File: src/rtl/blink_timer.sv
// LED blink timer: a down-counter that reloads from load_val on expiry, pulsing tick and toggling blink.
// Optional step prescaler enabled by defining BLINK_PRESCALE_EN (PRESCALE en cycles per step).
module blink_timer #(
  parameter int WIDTH    = 8,
  parameter int PRESCALE = 4
) (
  input  logic             clk,
  input  logic             rst,
  input  logic             en,
  input  logic             restart,
  input  logic [WIDTH-1:0] load_val,
  output logic [WIDTH-1:0] count,
  output logic             tick,
  output logic             blink
);

  logic [WIDTH-1:0] count_q, count_d;
  logic             tick_q, tick_d;
  logic             blink_q, blink_d;
  logic             step;

`ifdef BLINK_PRESCALE_EN
  localparam int PW = (PRESCALE > 2) ? $clog2(PRESCALE) : 1;

  logic [PW-1:0] pre_q, pre_d;
  logic          pre_wrap;

  assign pre_wrap = (pre_q == PW'(PRESCALE - 1));
  assign step     = en && pre_wrap;

  // Restart realigns the step phase so a fresh period is a full period long.
  always_comb begin
    pre_d = pre_q;
    if (restart) begin
      pre_d = '0;
    end else if (en) begin
      pre_d = pre_wrap ? '0 : pre_q + PW'(1);
    end
  end

  always_ff @(posedge clk or posedge rst) begin
    if (rst) begin
      pre_q <= '0;
    end else begin
      pre_q <= pre_d;
    end
  end
`else
  assign step = en;
`endif

  always_comb begin
    count_d = count_q;
    tick_d  = 1'b0;
    blink_d = blink_q;
    // Restart wins over a coincident expiry: reload without tick or toggle.
    if (restart) begin
      count_d = load_val;
    end else if (step) begin
      if (count_q == '0) begin
        count_d = load_val;
        tick_d  = 1'b1;
        blink_d = ~blink_q;
      end else begin
        count_d = count_q - WIDTH'(1);
      end
    end
  end

  always_ff @(posedge clk or posedge rst) begin
    if (rst) begin
      count_q <= '0;
      tick_q  <= 1'b0;
      blink_q <= 1'b0;
    end else begin
      count_q <= count_d;
      tick_q  <= tick_d;
      blink_q <= blink_d;
    end
  end

  assign count = count_q;
  assign tick  = tick_q;
  assign blink = blink_q;

endmodule
File: config.mk
export PLATFORM = sky130hd
export DESIGN_NAME = blink_timer
export DESIGN_NICKNAME = d
export VERILOG_FILES = /design/src/rtl/blink_timer.sv
export SDC_FILE = /design/constraint.sdc
export NUM_CORES = 1
export LEC_CHECK = 0
export BUFFER_PORTS_ARGS = -buffer_cell sky130_fd_sc_hd__buf_2
export CORE_MARGIN = 1
export CORE_UTILIZATION = 48
export CTS_CLUSTER_SIZE = 10
export DETAILED_ROUTE_END_ITERATION = 10
export HOLD_SLACK_MARGIN = 0.05
export PLACE_DENSITY = 0.79
export RECOVER_POWER = 100
export REMOVE_ABC_BUFFERS = 1
export SLEW_MARGIN = 20
export SYNTH_ARGS = -nofsm -noshare
export SYNTH_HDL_FRONTEND = slang
export SYNTH_SLANG_ARGS = --single-unit
export TNS_END_PERCENT = 50
File: constraint.sdc
create_clock -name clk -period 2.2 [get_ports clk]
set_input_delay 0 -clock clk [delete_from_list [all_inputs] [get_ports clk]]
set_output_delay 0 -clock clk [all_outputs]
set_load 0.01 [all_outputs]
==> summary.md <==
| Metric | Value |
|---|---|
| GRT Util Overall | `23.3%` |
| Crit path required time | `2.40 ns` |
| Setup WS post-layout | `0.294 ns` |
| Crit share post-route | `86.7%` |
| Slowest-stage cell, CP | `nor4b_4` |
| Sink Count | `10` |
| H-Tree Level Count | `1` |
| Max incr delay on CP | `0.45 ns` |
| FP Rows | `13` |
| Vias in the first global route | `497` |
| Max Cap Violations | `0` |
| Core area | `1300 sq um` |
| Starting Density | `about half` |
| Initial drt markers | `16` |
| Mapped cell area | `674 sq um` |
| RD Place Congestion | `0.815` |
| Gate power share | `23.9%` |
| Clk_lat worst skew | `0.27 ns` |
| YS warnings | `0` |
| Crit-path most repeated cell | `nor4b_4` |
| Power per cell area | `612 nW/um^2` |
| WL/cell | `12.5 microns` |
| Post-layout min period | `1.91 ns` |
| Worst path cell trace | `inv_1 -> ha_1 -> nor4b_4 -> nor4b_4 -> and3b_4 -> xor2_1` |
| Port Buffers | `21` |
| Top post-synthesis cells by area | `dfrtp_1, nor4b_4, inv_1` |
| Switching part of the total | `32.2%` |
| CTS-repair resized insts | `0` |
| Int Power | `371 uW` |
| Initial antenna violation count | `0` |
| Maximum clock frequency | `525 MHz` |
| RSZ-0062 raised after global routing | `false` |
| Hold Violations, Final | `0` |
| Mean Syn Cell Area | `9.63 sq um` |
| Vias | `659` |
| Seq/Total Area, Yosys | `37.1%` |
| First-pass GRT wire length | `2250 microns` |
| Setup TNS | `0 ns` |
| Worst Setup Start Kind | `register` |
| Arrival @ worst endpoint | `between 2 and 2.5 ns` |
| Hold_buf cts | `9` |
| Final HPWL DP | `about 1000 microns` |
| Post-route ant nets | `0` |
| Clock transition at the registers of the reported paths | `0.07 ns` |
| TritonCTS Buffers | `3` |
| Worst-case clock buffer depth | `2` |
| Slew @ Worst Pin | `about 0.46 ns` |
| Die height | `39.5 microns` |
| Sequential share of power | `44.6%` |
| CTS tree | `yes` |
| Unique masters post-synth | `31` |
| Crit path max fanout | `8` |
| Final setup fails | `0` |
| Nets | `119` |
| Net switching power | `176 uW` |
| N_diodes | `0` |
| Worst setup path class | `reg -> reg` |
| Peak supply drop | `381 uV` |
| Die area | `about 1600 sq um` |
| Drt pass-1 iters | `4` |
| Share of cells above drive strength 1 | `19.2%` |
| Top_reg_cell synth | `dfrtp_1` |
| Post-Route WL | `1490 microns` |
| Setup WS pre-CTS | `0.327 ns` |
| Critical path capture point type | `register` |
| Synth area leader | `dfrtp_1` |
| Clock share of power | `31.5%` |
| Max Transition Viols Final | `0` |
| Total congestion overflow | `0` |
| Post-route DRC violation count | `0` |
| Rel. slew slack | `approximately 69%` |
| Area Growth Syn to Fin | `32.3%` |
| Clock root cell | `clkbuf_4` |
| Top-area cell type share of the netlist area | `37.1%` |
| Pleak | `between 0.3 and 0.4 nW` |
| Chip width | `39.5 microns` |
| Post-CTS setup buffer count | `0` |
| Worst Skew | `about 0.0014 ns` |
| Gate Count Post-Synth | `70` |
| Async SR Flop Fraction | `100%` |
| Outcome | `finished, final reports clean` |
| Pin count of the biggest net entering global routing | `16` |
| Synthesis-stage register bit count | `10` |
| Boundary pin count | `22` |
| Drt via density | `5.54` |
| Number of flops mapped to enable cells by yosys | `0` |
| Min-delay worst type | `in -> reg` |
==> registers in the layout, summed over array words and instances (netlist names) <==
name   cells
blink      1
count      8
tick       1
==> per-stage QoR <==
stage	std cells	power, mW	hold slack, ns	util (%)	area [sq um]
2_1_floorplan	68	0.318	-0.160	-	651
3_3_place_gp	106	0.368	-0.00181	60.7	790
3_5_place_dp	106	0.373	0.00120	60.7	790
4_1_cts	119	0.559	0.0663	70.4	916
5_1_grt	119	0.582	0.0926	68.6	892
6_report	119	0.546	0.0682	68.6	892
==> synthesized netlist by cell type, types with 2 or more instances <==
cell type	count
a31oi_1	3
inv_1	7
nor4b_4	2
dfrtp_1	10
nand2b_1	3
nor4_1	2
nand3_1	4
o21ai_1	2
ha_1	2
a21oi_1	2
nor3_1	4
nand2_1	3
nor2_1	7
nor3b_1	2
==> layout make-up <==
cell class              instances  area [sq um]
well taps                      15          18.8
fillers                       118           409
inverters                       7          26.3
multi-input cells              51           367
repair buffers                 32           194
flip-flops and latches         10           250
clock buffers                   4          36.3
==> worst paths after layout <==
path | start | end | cells after the start | slack (ns)
min in group asynchronous | rst | count[1]$_DFFE_PP0P_ | 3 | 0.24
setup / recovery | count[0]$_DFFE_PP0P_ | blink$_DFFE_PP0P_ | 6 | 0.29
hold reg to reg | blink$_DFFE_PP0P_ | blink$_DFFE_PP0P_ | 1 | 0.49
setup reg to reg | count[0]$_DFFE_PP0P_ | blink$_DFFE_PP0P_ | 6 | 0.29
max in group asynchronous | rst | blink$_DFFE_PP0P_ | 3 | 1.68
hold / removal | en | count[0]$_DFFE_PP0P_ | 3 | 0.07
==> cell families after synthesis <==
group	Yosys count	share of synthesized area, %
xor+xnor	1	2.41
compound gates	13	13.4
fa+ha+maj	2	3.71
simple gates	35	36.0
flops	10	37.1
buf+inv	9	7.42
==> power by group through the flow <==
stage	sequential, mW	clock [mW]	combinational [mW]
after floorplan	0.251	0	0.0663
after global placement	0.245	0	0.123
after detailed placement	0.247	0	0.126
after CTS	0.244	0.176	0.138
after global routing	0.247	0.189	0.145
final	0.244	0.172	0.130
==> routing by layer <==
metal,routed length (microns),up-vias,share of wire [%],global-route usage (%)
met5,0,-,0,0
met4,31,0,2.1,18.1
met2,724,24,48,34.0
li1,-,328,-,-
met1,665,304,45,29.2
met3,71,3,4.8,5.11
==> critical path, delay by kind of cell, from the launching register on <==
kind | cells | cell delay (ns)
xor gates and xnor gates | 1 | 0.15
adders and majority gates | 1 | 0.17
DFF | 1 | 0.44
and+or+nand+nor | 3 | 0.96
buffers and inverters | 1 | 0.11
==> cells in the final DEF, fill, tap and decap left out <==
cell type	netlist	layout
buf_2	0	11
clkbuf_1	0	11
dfrtp_1	10	10
dlygate4sd3_1	0	9
nor2_1	7	7
inv_1	7	7
nor3_1	4	4
nand3_1	4	4
nand2b_1	3	3
a31oi_1	3	3
nand2_1	3	3
clkbuf_4	0	3
nor4b_4	2	2
nor3b_1	2	2
a21oi_1	2	2
nor4_1	2	2
ha_1	2	2
a221oi_1	1	1
or4b_1	1	1
o221ai_1	1	1
nor4b_2	1	1
or2_1	1	1
o311a_1	1	1
o22a_1	1	1
or4_1	1	1
nand3b_1	1	1
and3b_4	1	1
xor2_1	0	1
nor2b_1	1	1
o21ai_1	2	1
a211oi_1	1	1
o21ai_0	0	1
or3_1	1	1
a22oi_1	1	1
clkbuf_8	0	1
buf_4	0	1
(Power assumes the default switching activity.)
